==> config.mk <==
export PLATFORM = sky130hd
export DESIGN_NAME = mem_arbiter_flat
export DESIGN_NICKNAME = d
export VERILOG_FILES = /design/src/rtl/mem_arb_pkg.sv /design/src/rtl/mem_arbiter_if.sv /design/src/rtl/arb_watchdog.sv /design/src/rtl/mem_arbiter.sv /design/src/flat_wrapper.sv
export SDC_FILE = /design/constraint.sdc
export NUM_CORES = 1
export LEC_CHECK = 0
export CAP_MARGIN = 5
export CORE_MARGIN = 2
export CORE_UTILIZATION = 25
export CTS_CLUSTER_DIAMETER = 120
export DETAILED_ROUTE_END_ITERATION = 10
export PLACE_DENSITY = 0.52
export SYNTH_ARGS = -nofsm -noshare
export SYNTH_HDL_FRONTEND = slang
export SYNTH_SLANG_ARGS = --single-unit
export TNS_END_PERCENT = 50
==> constraint.sdc <==
create_clock -name clk -period 3.34 [get_ports clk]
set_clock_uncertainty 0.05 [all_clocks]
set_input_delay 0.668 -clock clk [delete_from_list [all_inputs] [get_ports clk]]
set_output_delay 0.668 -clock clk [all_outputs]
set_load 0.02 [all_outputs]
==> src/rtl/mem_arb_pkg.sv <==
// mem_arb_pkg: shared types and constants for the memory arbiter
package mem_arb_pkg;
  localparam int CNT_W = 8;
  typedef enum logic [1:0] {IDLE, ISSUE, WAIT, DONE} state_t;
  typedef enum logic {OWN_IF, OWN_DM} owner_t;
endpackage

==> src/rtl/mem_arbiter_if.sv <==
// mem_arbiter_if: requester and memory-side signals of the arbiter
interface mem_arbiter_if;
  logic        if_req;
  logic [15:0] if_addr;
  logic        dm_req;
  logic        dm_wr;
  logic [15:0] dm_addr;
  logic [15:0] dm_wdata;
  logic        m_req;
  logic        m_wr;
  logic [15:0] m_addr;
  logic [15:0] m_wdata;
  logic        m_done;
  logic [15:0] m_rdata;
  logic        if_done;
  logic [15:0] if_rdata;
  logic        dm_done;
  logic [15:0] dm_rdata;
  logic        if_stall;
  logic        dm_stall;
  logic        err;
  modport slave (
    input  if_req, if_addr, dm_req, dm_wr, dm_addr, dm_wdata, m_done, m_rdata,
    output m_req, m_wr, m_addr, m_wdata, if_done, if_rdata, dm_done, dm_rdata,
           if_stall, dm_stall, err
  );
  modport master (
    output if_req, if_addr, dm_req, dm_wr, dm_addr, dm_wdata, m_done, m_rdata,
    input  m_req, m_wr, m_addr, m_wdata, if_done, if_rdata, dm_done, dm_rdata,
           if_stall, dm_stall, err
  );
endinterface

==> src/rtl/arb_watchdog.sv <==
// arb_watchdog: clear/increment cycle counter that flags expiry at TIMEOUT
module arb_watchdog
  import mem_arb_pkg::*;
#(
  parameter int TIMEOUT = 15
) (
  input  logic clk,
  input  logic rst,
  input  logic i_clr,
  input  logic i_inc,
  output logic o_expired
);
  logic [CNT_W-1:0] r_cnt;
  always_ff @(posedge clk)
    r_cnt <= (rst | i_clr) ? '0 : i_inc ? r_cnt + CNT_W'(1) : r_cnt;
  assign o_expired = r_cnt == CNT_W'(TIMEOUT);
endmodule

==> src/rtl/mem_arbiter.sv <==
// mem_arbiter: alternating fetch/data arbiter for a shared single-port memory with timeout
module mem_arbiter
  import mem_arb_pkg::*;
#(
  parameter int TIMEOUT = 15
) (
  input logic          clk,
  input logic          rst,
  mem_arbiter_if.slave bus
);
  state_t      r_state, w_next;
  owner_t      r_owner;
  logic        r_last_dm, r_wr, r_err;
  logic [15:0] r_addr, r_wdata, r_if_rdata, r_dm_rdata, w_cap;
  logic        w_grant_dm, w_start, w_fin, w_expired, w_clr, w_inc;
  // dm wins a tie unless it won the previous grant
  assign w_grant_dm = bus.dm_req & (~bus.if_req | ~r_last_dm);
  assign w_start    = r_state == IDLE & (bus.if_req | bus.dm_req);
  assign w_fin      = r_state == WAIT & (bus.m_done | w_expired);
  assign w_cap      = (bus.m_done & ~r_wr) ? bus.m_rdata : '0;
  assign w_clr      = r_state == ISSUE;
  assign w_inc      = r_state == WAIT & ~bus.m_done;
  arb_watchdog #(.TIMEOUT(TIMEOUT)) u_wd (
    .clk(clk), .rst(rst), .i_clr(w_clr), .i_inc(w_inc), .o_expired(w_expired)
  );
  always_ff @(posedge clk)
    r_state <= rst ? IDLE : w_next;
  always_comb begin
    w_next = r_state;
    case (r_state)
      IDLE:    w_next = (bus.if_req | bus.dm_req) ? ISSUE : IDLE;
      ISSUE:   w_next = WAIT;
      WAIT:    w_next = (bus.m_done | w_expired) ? DONE : WAIT;
      DONE:    w_next = IDLE;
      default: w_next = IDLE;
    endcase
  end
  always_comb begin
    bus.m_req   = r_state == ISSUE;
    bus.m_wr    = r_state == ISSUE & r_wr;
    bus.if_done = r_state == DONE & r_owner == OWN_IF;
    bus.dm_done = r_state == DONE & r_owner == OWN_DM;
  end
  always_ff @(posedge clk) begin
    if (rst) begin
      r_owner    <= OWN_IF;
      r_last_dm  <= 1'b0;
      r_addr     <= '0;
      r_wr       <= 1'b0;
      r_wdata    <= '0;
      r_if_rdata <= '0;
      r_dm_rdata <= '0;
      r_err      <= 1'b0;
    end else begin
      if (w_start) begin
        r_owner   <= w_grant_dm ? OWN_DM : OWN_IF;
        r_last_dm <= w_grant_dm;
        r_addr    <= w_grant_dm ? bus.dm_addr : bus.if_addr;
        r_wr      <= w_grant_dm & bus.dm_wr;
        r_wdata   <= w_grant_dm ? bus.dm_wdata : '0;
      end
      if (w_fin) begin
        r_if_rdata <= r_owner == OWN_IF ? w_cap : r_if_rdata;
        r_dm_rdata <= r_owner == OWN_DM ? w_cap : r_dm_rdata;
        r_err      <= r_err | ~bus.m_done;
      end
    end
  end
  assign bus.m_addr   = r_addr;
  assign bus.m_wdata  = r_wdata;
  assign bus.if_rdata = r_if_rdata;
  assign bus.dm_rdata = r_dm_rdata;
  assign bus.err      = r_err;
  assign bus.if_stall = bus.if_req & ~bus.if_done;
  assign bus.dm_stall = bus.dm_req & ~bus.dm_done;
endmodule

==> src/flat_wrapper.sv <==
// flat-port wrapper written by rule: the top's interface ports become plain ports
module mem_arbiter_flat import mem_arb_pkg::*;
#(
  parameter int TIMEOUT = 15
)
  (clk, rst, bus_if_req, bus_if_addr, bus_dm_req, bus_dm_wr, bus_dm_addr, bus_dm_wdata, bus_m_done, bus_m_rdata, bus_m_req, bus_m_wr, bus_m_addr, bus_m_wdata, bus_if_done, bus_if_rdata, bus_dm_done, bus_dm_rdata, bus_if_stall, bus_dm_stall, bus_err);
  mem_arbiter_if bus_i ();
  input logic clk;
  input logic rst;
  input wire logic [$bits(bus_i.if_req)-1:0] bus_if_req;
  input wire logic [$bits(bus_i.if_addr)-1:0] bus_if_addr;
  input wire logic [$bits(bus_i.dm_req)-1:0] bus_dm_req;
  input wire logic [$bits(bus_i.dm_wr)-1:0] bus_dm_wr;
  input wire logic [$bits(bus_i.dm_addr)-1:0] bus_dm_addr;
  input wire logic [$bits(bus_i.dm_wdata)-1:0] bus_dm_wdata;
  input wire logic [$bits(bus_i.m_done)-1:0] bus_m_done;
  input wire logic [$bits(bus_i.m_rdata)-1:0] bus_m_rdata;
  output wire logic [$bits(bus_i.m_req)-1:0] bus_m_req;
  output wire logic [$bits(bus_i.m_wr)-1:0] bus_m_wr;
  output wire logic [$bits(bus_i.m_addr)-1:0] bus_m_addr;
  output wire logic [$bits(bus_i.m_wdata)-1:0] bus_m_wdata;
  output wire logic [$bits(bus_i.if_done)-1:0] bus_if_done;
  output wire logic [$bits(bus_i.if_rdata)-1:0] bus_if_rdata;
  output wire logic [$bits(bus_i.dm_done)-1:0] bus_dm_done;
  output wire logic [$bits(bus_i.dm_rdata)-1:0] bus_dm_rdata;
  output wire logic [$bits(bus_i.if_stall)-1:0] bus_if_stall;
  output wire logic [$bits(bus_i.dm_stall)-1:0] bus_dm_stall;
  output wire logic [$bits(bus_i.err)-1:0] bus_err;
  assign bus_i.if_req = bus_if_req;
  assign bus_i.if_addr = bus_if_addr;
  assign bus_i.dm_req = bus_dm_req;
  assign bus_i.dm_wr = bus_dm_wr;
  assign bus_i.dm_addr = bus_dm_addr;
  assign bus_i.dm_wdata = bus_dm_wdata;
  assign bus_i.m_done = bus_m_done;
  assign bus_i.m_rdata = bus_m_rdata;
  assign bus_m_req = bus_i.m_req;
  assign bus_m_wr = bus_i.m_wr;
  assign bus_m_addr = bus_i.m_addr;
  assign bus_m_wdata = bus_i.m_wdata;
  assign bus_if_done = bus_i.if_done;
  assign bus_if_rdata = bus_i.if_rdata;
  assign bus_dm_done = bus_i.dm_done;
  assign bus_dm_rdata = bus_i.dm_rdata;
  assign bus_if_stall = bus_i.if_stall;
  assign bus_dm_stall = bus_i.dm_stall;
  assign bus_err = bus_i.err;
  mem_arbiter #(.TIMEOUT(TIMEOUT)) u_core (.clk(clk), .rst(rst), .bus(bus_i));
endmodule
# After elaboration in Yosys (flattened, before gate mapping)
# Cells that the tools add are included.
[word_totals]
inputBits = 70
wordCells = 48
output_inout_bits = 71
reg_bits = 78
[classes]
addsub = 1
bitwise_logic = 23
n_eq_ne = 4
mux = 7
reduce_logical = 3
[ops]
columns = ["op", "count"]
rows = [
  ["$mux 16", 3],
  ["$and 1x1->1", 11],
  ["$add 8x1->8 const B", 1],
  ["$eq 8x4->1 const B", 1],
  ["$pmux 2 s4", 1],
  ["$not 1->1", 7],
  ["$or 1x1->1", 5],
  ["$eq 2x2->1 const B", 2],
  ["$reduce_and 2->1", 2],
  ["$mux 1", 3],
  ["$eq 2x1->1 const B", 1],
  ["$logic_not 2->1", 1],
]

# Depth between registers and ports, before layout
# Gate-level depths: netlist of the first run.
[depth]
ltp_word = 4
mapped_depth = 7
ltp_nobuf = 5

# Hierarchy
# From an unflattened synthesis of the first run, not the netlist that was laid out.
[unflattened]
hier_cells = 338
hier_area_um2 = 3196.8
[by_module_without_submodules]
columns = ["module", "instances", "cells_per_inst", "area_each_um2", "seq_area_each_um2"]
rows = [
  ["mem_arbiter", 1, 298, 2839.0, 1381.3],
  ["arb_watchdog", 1, 40, 357.8, 160.2],
]

# Worst setup path before layout of the first run
# No wires, ideal clock.
[synth_path]
kind = "flip-flop to output port"
startpoint = "reg u_core.r_state[0]"
endpoint = "out bus_dm_stall"
slack_ns = 1.557
n_path_buf = 0
required_ns = 2.622
arrival_time_ns = 1.065
stages_incl_launch_ff = 4
path_cell_list = "dfxtp_1 ha_1 and2_1 nor2b_1"
[synth_between]
elab_chain_len = 4
[synth_rtl]
columns = ["item", "line", "rtl"]
rows = [
  ["from (decl)", "mem_arbiter.sv:11", "state_t r_state, w_next;"],
  ["from (signal assigned)", "mem_arbiter.sv:27", "r_state <= rst ? IDLE : w_next;"],
  ["$eq 2x2->1", "mem_arbiter.sv:42", "bus.dm_done = r_state == DONE & r_owner == OWN_DM;"],
  ["$and 1x1->1", "mem_arbiter.sv:42", ""],
  ["named net bus_dm_done", "flat_wrapper.sv:24", "output wire logic [$bits(bus_i.dm_done)-1:0] bus_dm_done;"],
  ["$not 1->1", "mem_arbiter.sv:75", "assign bus.dm_stall = bus.dm_req & ~bus.dm_done;"],
  ["$and 1x1->1", "mem_arbiter.sv:75", ""],
  ["to (decl)", "flat_wrapper.sv:27", "output wire logic [$bits(bus_i.dm_stall)-1:0] bus_dm_stall;"],
]
# The timed path passes the listed nets, and every way through them passes these cells.

# Worst setup path after layout of the first run
[layout_path]
startpoint = "in bus_if_req"
endpoint = "out bus_if_stall"
[layout_between]
elab_chain_len = 1
[layout_rtl]
columns = ["item", "line", "rtl"]
rows = [
  ["from (decl)", "flat_wrapper.sv:10", "input wire logic [$bits(bus_i.if_req)-1:0] bus_if_req;"],
  ["$and 1x1->1", "mem_arbiter.sv:74", "assign bus.if_stall = bus.if_req & ~bus.if_done;"],
  ["to (decl)", "flat_wrapper.sv:26", "output wire logic [$bits(bus_i.if_stall)-1:0] bus_if_stall;"],
]
# Every way passes these cells.

==> results of run 1 <==
-- synthesized netlist by cell type, types with 3 or more instances --
library cell	instances	area [µm²]
sky130_fd_sc_hd__nand2b_1	3	18.77
sky130_fd_sc_hd__ha_1	5	62.56
sky130_fd_sc_hd__dfxtp_1	77	1541
sky130_fd_sc_hd__o211ai_1	32	240.2
sky130_fd_sc_hd__inv_1	4	15.01
sky130_fd_sc_hd__a31oi_1	32	200.2
sky130_fd_sc_hd__nor2b_1	7	43.79
sky130_fd_sc_hd__and2_1	3	18.77
sky130_fd_sc_hd__nand3_1	35	175.2
sky130_fd_sc_hd__or4_1	3	22.52
sky130_fd_sc_hd__a211oi_1	16	120.1
sky130_fd_sc_hd__clkbuf_1	37	138.9
sky130_fd_sc_hd__a32oi_1	17	148.9
sky130_fd_sc_hd__nand2_1	37	138.9
sky130_fd_sc_hd__o31ai_1	3	22.52
sky130_fd_sc_hd__mux2i_1	16	160.2
sky130_fd_sc_hd__nor2_1	37	138.9
sky130_fd_sc_hd__a21oi_1	8	40.04
sky130_fd_sc_hd__or3_1	3	18.77
-- power breakdown --
part	switching, mW	internal [mW]	leakage [nW]	total (mW)
logic	0.391	0.335	0.983	0.726
clock network	0.371	0.669	0.152	1.04
registers	0.0599	1.01	0.628	1.07
total	0.822	2.01	1.76	2.83
-- sequential cells by signal, summed over array words and instances, names as in the netlist --
register / flops
u_core.bus.m_wdata: 16
u_core.bus.dm_rdata: 16
u_core.r_wr: 1
u_core.bus.if_rdata: 16
u_core.bus.m_addr: 16
u_core.bus.err: 1
u_core.u_wd.r_cnt: 8
u_core.r_last_dm: 1
u_core.r_state: 2
-- how the worst min path moves through the flow --
stage | endpoint | cells past startpoint | slack, ps | start
final | u_core.bus.err | 2 | 390 | u_core.bus.err
after global routing | u_core.bus.err | 2 | 420 | u_core.bus.err
after CTS | u_core.bus.err | 2 | 400 | u_core.bus.err
after detailed placement | u_core.bus.err | 2 | 390 | u_core.bus.err
after global placement | u_core.bus.err | 2 | 380 | u_core.bus.err
after floorplan | u_core.u_wd.r_cnt[7] | 2 | 400 | u_core.u_wd.r_cnt[7]
-- per-stage QoR --
step           cells  util, %  setup WS, ps  area, µm²  power (mW)
6_report         693    39.64         610.3       5250       2.834
4_1_cts          693    39.64         602.7       5250       2.871
5_1_grt          693    39.64         585.9       5250       2.979
3_3_place_gp     678    37.26         627.7       4935       1.811
2_1_floorplan    393        -          1557       3393       1.467
3_5_place_dp     678    37.26         602.7       4935       1.818
-- layer usage --
layer / track usage [%] / vias up / routed length (µm)
met3: 4.245 / 6 / 794
met1: 18.86 / 1638 / 4731
met2: 23.06 / 113 / 5102
met5: 0 / - / 0
met4: 5.160 / 0 / 73
li1: - / 1696 / -
-- logic make-up (layout without fill, tap and decap cells) --
family,count (synthesis),in the layout,synth area share [%]
mux,16,16,4.720
simple gates,132,132,17.88
fa+ha+maj,5,5,1.844
buf+inv,46,170,5.494
compound gates,115,115,24.12
xor+xnor,2,2,0.5163
flops,77,77,45.43
-- worst reg2reg max path: cells and delay by family (launching register included) --
kind	cells	cell delay (ps)
and+or+nand+nor	2	700
DFF	1	400
buffers and inverters	1	370
adders and majority gates	1	190
AOI/OAI and AO/OA	1	130
-- layout make-up --
class                      count  area, µm²
clock buffer                  11      242.7
sequential                    77       1541
inverter                       4      15.01
timing repair buffer         151       1479
fill                        1353       7993
clock inverter                 4      72.57
tap                          176      220.2
multi-input combinational    270       1679
==> impl_metrics.csv, run 1 <==
group,metric,value,unit
worst_setup_path,slowest_library_cell_on_the_worst_path,"sky130_fd_sc_hd__clkdlybuf4s50_1",
route,num_vias,3453,
finish,insertedDiodeCount,0,
status,outcome,"finished, final reports clean",
clock_tree,clk_transition_reported_paths,60,ps
route,postRouteWirelength,10.70,mm
timing,worst_slew_pin_slew,804.7,ps
placement,gp_congestion,0.7603,
synthesis,postSynthRegisterBits,77,
worst_setup_path,critical_path_class,"primary input to output port",
floorplan,placement_rows,42,
route,drt-pass1-iter-count,4,
floorplan,top_level_ports,141,
placement,detailedPlacementHpwl,7.454,mm
timing,period_share,81.73,%
synthesis,synthesized_area_per_cell,8.634,µm²
worst_setup_path,crit_buf_inv,2,
route,final_antenna_net_count,0,
synthesis,synth_ff_type,"sky130_fd_sc_hd__dfxtp_1",
floorplan,fp.dieArea,14520,µm²
synthesis,synth_fp_nets,468,
hold_path,worst_hold_path_type,"flip-flop to flip-flop",
floorplan,placeableCoreArea,13240,µm²
worst_setup_path,required,2620,ps
worst_setup_path,start_kind,"primary input",
finish,final_cell_mix,"sky130_fd_sc_hd__clkdlybuf4s50_1, sky130_fd_sc_hd__dfxtp_1, sky130_fd_sc_hd__nor2_1, sky130_fd_sc_hd__nand2_1, sky130_fd_sc_hd__nand3_1",
timing,layout_min_cycle_time,2730,ps
timing,final-setup-viol-count,0,
global_routing,number_of_antenna_violations_at_the_first_check_in_global_routing,0,
timing,maxClockFrequency,366.3,MHz
worst_setup_path,worstReg2RegEnd,"u_core.u_wd.r_cnt[4]",
worst_setup_path,critPathArrivalTime,2010,ps
route,routedWlPerCell,15.44,µm
timing,maxSlewHeadroom,46.22,%
timing,grt_setup_unrepaired,"false",
floorplan,initial_utilization,25.62,%
worst_setup_path,worstSetupPathDepth,3,
job,max_cap_viol_count,0,
synthesis,synth.yosys.seq_area_share,45.43,%
placement,io_buffer_count,140,
clock_tree,tritoncts,"done",
worst_setup_path,r2r_cells,5,
clock_tree,post_cts.resized_instances,0,
worst_setup_path,critPathTopFamily,"buffers and inverters",
clock_tree,cts.path.max_buffers,2,
finish,layout.cells.most_common,"sky130_fd_sc_hd__clkdlybuf4s50_1",
worst_setup_path,timing.critical_path.fanout_max,4,
worst_setup_path,critical_path.max_stage_delay,610,ps
global_routing,grt_start_max_net_pins,35,
global_routing,grt_first_pass_wirelength,17.06,mm
timing,timing.hold.ws,394.8,ps
clock_tree,cts_hold_buf,0,
worst_setup_path,capturing_element_of_the_worst_setup_path,"bus_if_stall",
route,drt_drc_violations_left,0,
floorplan,chipWidth,120.5,µm
synthesis,syn-instance-count,393,
timing,endpoints_failing_hold,0,
clock_tree,cts_inserted_buffers,9,
power_and_ir_drop,areal_power_density_over_the_cells,539.8,nW/µm²
power_and_ir_drop,ir_worst_vdd,0.3075,mV
power_and_ir_drop,leakage_power_of_the_design,1.763,nW
synthesis,synth_area,3393,µm²
global_routing,globalRouteTotalUtil,14.56,%
synthesis,post_synth_num_cell_types,35,
clock_tree,clk_latency,330,ps
worst_setup_path,critical_path.most_common_cell,"sky130_fd_sc_hd__clkdlybuf4s50_1",
clock_tree,cts.htree.levels,3,
clock_tree,cts.sinks,77,
finish,drive_above_1_share,5.803,%
route,drtIter0Drc,283,
route,drt-vias-per-instance,4.983,
worst_setup_path,critical_path.cell_chain,"clkdlybuf4s50_1, nor2b_1, clkdlybuf4s50_1",
synthesis,number_of_enable_flip_flop_cells_after_synthesis,0,
global_routing,grt_overflow,0,
global_routing,grt_pass1_vias,3345,
worst_setup_path,crit-reg2reg-launch,"u_core.u_wd.r_cnt[0]",
synthesis,synth_warnings,0,
timing,fin_tns_setup,0,ps
clock_tree,postCtsSetupRepairBufs,0,
clock_tree,buffer_type_at_the_clock_tree_root,"sky130_fd_sc_hd__clkbuf_16",
worst_setup_path,ff2ff_setup_slack,1430,ps
worst_setup_path,worst_setup_path_end_kind,"output port",
timing,timing_max_transition_violations_final,0,
synthesis,async_flop_share,0,%
worst_setup_path,crit_start,"bus_if_req",
floorplan,dieHeight,120.5,µm
finish,design.final.nets,588,
finish,area.growth.synth_to_final,54.72,%
Power figures use the tool's default switching activity.
==> inputs of run 2 (changes only) <==
==> constraint.sdc (replaced) <==
create_clock -name clk -period 2.7 [get_ports clk]
set_clock_uncertainty 0.05 [all_clocks]
set_input_delay 0.54 -clock clk [delete_from_list [all_inputs] [get_ports clk]]
set_output_delay 0.54 -clock clk [all_outputs]
set_load 0.02 [all_outputs]
==> run 2 against run 1 <==
- non-clock buffer count fell by 1
- total power rose by 21%
- cell count did not move
- setup slack got worse by 380 ps
- combinational power rose by 24%
- clock-buffer cell count fell by 1
- wire length barely moved
- clock power rose by 16%
- utilization barely moved
- final area barely moved
- sequential cell count did not move
- global-route usage rose by 0.14 points
- largest power group unchanged
==> impl_metrics.csv, run 2 (same netlist as run 1, synthesis figures left out) <==
group,metric,value,unit
floorplan,dieHeight,120.5,µm
worst_setup_path,critical_path.cell_chain,"clkdlybuf4s50_1, nor2b_1, clkdlybuf4s50_1",
clock_tree,cts_hold_buf,0,
timing,worst_slew_pin_slew,657.1,ps
worst_setup_path,critPathArrivalTime,1880,ps
timing,maxSlewHeadroom,56.19,%
floorplan,initial_utilization,25.62,%
global_routing,grt_pass1_vias,3304,
floorplan,top_level_ports,141,
clock_tree,post_cts.resized_instances,0,
worst_setup_path,timing.critical_path.fanout_max,4,
route,drt-pass1-iter-count,5,
job,max_cap_viol_count,0,
clock_tree,cts_inserted_buffers,9,
global_routing,grt_overflow,0,
worst_setup_path,critical_path_class,"primary input to output port",
finish,insertedDiodeCount,0,
clock_tree,postCtsSetupRepairBufs,0,
clock_tree,clk_latency,320,ps
route,postRouteWirelength,10.70,mm
floorplan,placeableCoreArea,13240,µm²
finish,design.final.nets,587,
worst_setup_path,slowest_library_cell_on_the_worst_path,"sky130_fd_sc_hd__clkdlybuf4s50_1",
hold_path,worst_hold_path_type,"flip-flop to flip-flop",
floorplan,fp.dieArea,14520,µm²
clock_tree,tritoncts,"done",
route,routedWlPerCell,15.44,µm
timing,layout_min_cycle_time,2466,ps
timing,grt_setup_unrepaired,"false",
timing,endpoints_failing_hold,0,
finish,stdcell_area,5253,µm²
floorplan,chipWidth,120.5,µm
route,drt_drc_violations_left,0,
timing,final-setup-viol-count,0,
power_and_ir_drop,areal_power_density_over_the_cells,653.9,nW/µm²
global_routing,grt_start_max_net_pins,39,
power_and_ir_drop,leakage_power_of_the_design,1.755,nW
global_routing,number_of_antenna_violations_at_the_first_check_in_global_routing,0,
finish,area.growth.synth_to_final,54.79,%
clock_tree,cts.htree.levels,3,
floorplan,placement_rows,42,
route,drt-vias-per-instance,4.932,
timing,period_share,91.32,%
route,drtIter0Drc,258,
placement,detailedPlacementHpwl,7.356,mm
global_routing,grt_first_pass_wirelength,17.29,mm
global_routing,globalRouteTotalUtil,14.70,%
placement,gp_congestion,0.7425,
clock_tree,cts.sinks,77,
status,outcome,"finished, final reports clean",
placement,detailed_place.area,4952,µm²
clock_tree,buffer_type_at_the_clock_tree_root,"sky130_fd_sc_hd__clkbuf_16",
worst_setup_path,worst_setup_path_end_kind,"output port",
clock_tree,cts.path.max_buffers,2,
route,num_vias,3418,
finish,drive_above_1_share,5.803,%
power_and_ir_drop,ir_worst_vdd,0.3398,mV
worst_setup_path,critical_path.max_stage_delay,610,ps
timing,maxClockFrequency,405.6,MHz
worst_setup_path,required,2110,ps
finish,final_cell_mix,"sky130_fd_sc_hd__clkdlybuf4s50_1, sky130_fd_sc_hd__dfxtp_1, sky130_fd_sc_hd__nor2_1, sky130_fd_sc_hd__nand2_1, sky130_fd_sc_hd__nand3_1",
worst_setup_path,start_kind,"primary input",
finish,layout.cells.most_common,"sky130_fd_sc_hd__clkdlybuf4s50_1",
worst_setup_path,critical_path.most_common_cell,"sky130_fd_sc_hd__clkdlybuf4s50_1",
timing,fin_tns_setup,0,ps
route,final_antenna_net_count,0,
timing,timing_max_transition_violations_final,0,
clock_tree,clk_transition_reported_paths,60,ps
placement,io_buffer_count,140,
run 2: power by group:
group	switching (mW)	total, mW	internal, mW
registers	0.0719	1.32	1.25
clock network	0.490	1.21	0.723
logic	0.481	0.903	0.421
total	1.04	3.43	2.39
run 2: final timing paths:
check,start,endpoint,slack (ps),cells past startpoint
max,bus_if_req,bus_if_stall,230,3
min,u_core.bus.err,u_core.bus.err,390,2
max reg2reg,u_core.r_state[0],u_core.u_wd.r_cnt[7],870,5
min reg2reg,u_core.bus.err,u_core.bus.err,390,2
run 2: final cells by class:
cell class	instances	area (µm²)
clock buffer	10	229.0
sequential	77	1541
clock inverter	6	71.32
inverter	4	15.01
multi-input combinational	270	1679
timing repair buffer	150	1496
fill	1375	7990
tap	176	220.2
run 2: routing by layer:
| layer | GRT usage (%) | wire [µm] | vias up |
|---|---|---|---|
| li1 | - | - | 1689 |
| met1 | 19.04 | 4694 | 1613 |
| met2 | 23.52 | 5159 | 112 |
| met3 | 4.953 | 780 | 4 |
| met4 | 3.706 | 63 | 0 |
| met5 | 0 | 0 | - |
run 2: worst max-delay path: cells and delay by family:
| kind | cells | cell delay [ps] |
|---|---|---|
| buf+inv | 2 | 1170 |
| simple gates | 1 | 170 |
run 2: metrics by stage:
step           instances  hold slack (ps)  utilization [%]  setup slack, ps  total power, mW
2_1_floorplan        393            402.0                -             1045            1.815
3_3_place_gp         677            384.1            37.40            246.5            2.249
3_5_place_dp         677            391.2            37.40            223.8            2.255
4_1_cts              693            399.2            39.66            228.1            3.497
5_1_grt              693            430.1            39.66            178.0            3.626
6_report             693            394.2            39.66            234.4            3.434
==> inputs of run 3 (changes only) <==
--- a/config.mk
+++ b/config.mk
@@ -11,6 +11,7 @@
 export CTS_CLUSTER_DIAMETER = 120
 export DETAILED_ROUTE_END_ITERATION = 10
 export PLACE_DENSITY = 0.52
+export SKIP_CTS_REPAIR_TIMING = 1
 export SYNTH_ARGS = -nofsm -noshare
 export SYNTH_HDL_FRONTEND = slang
 export SYNTH_SLANG_ARGS = --single-unit
==> results of run 3 <==
Final layout, timing and power as in run 2 (identical DEF).
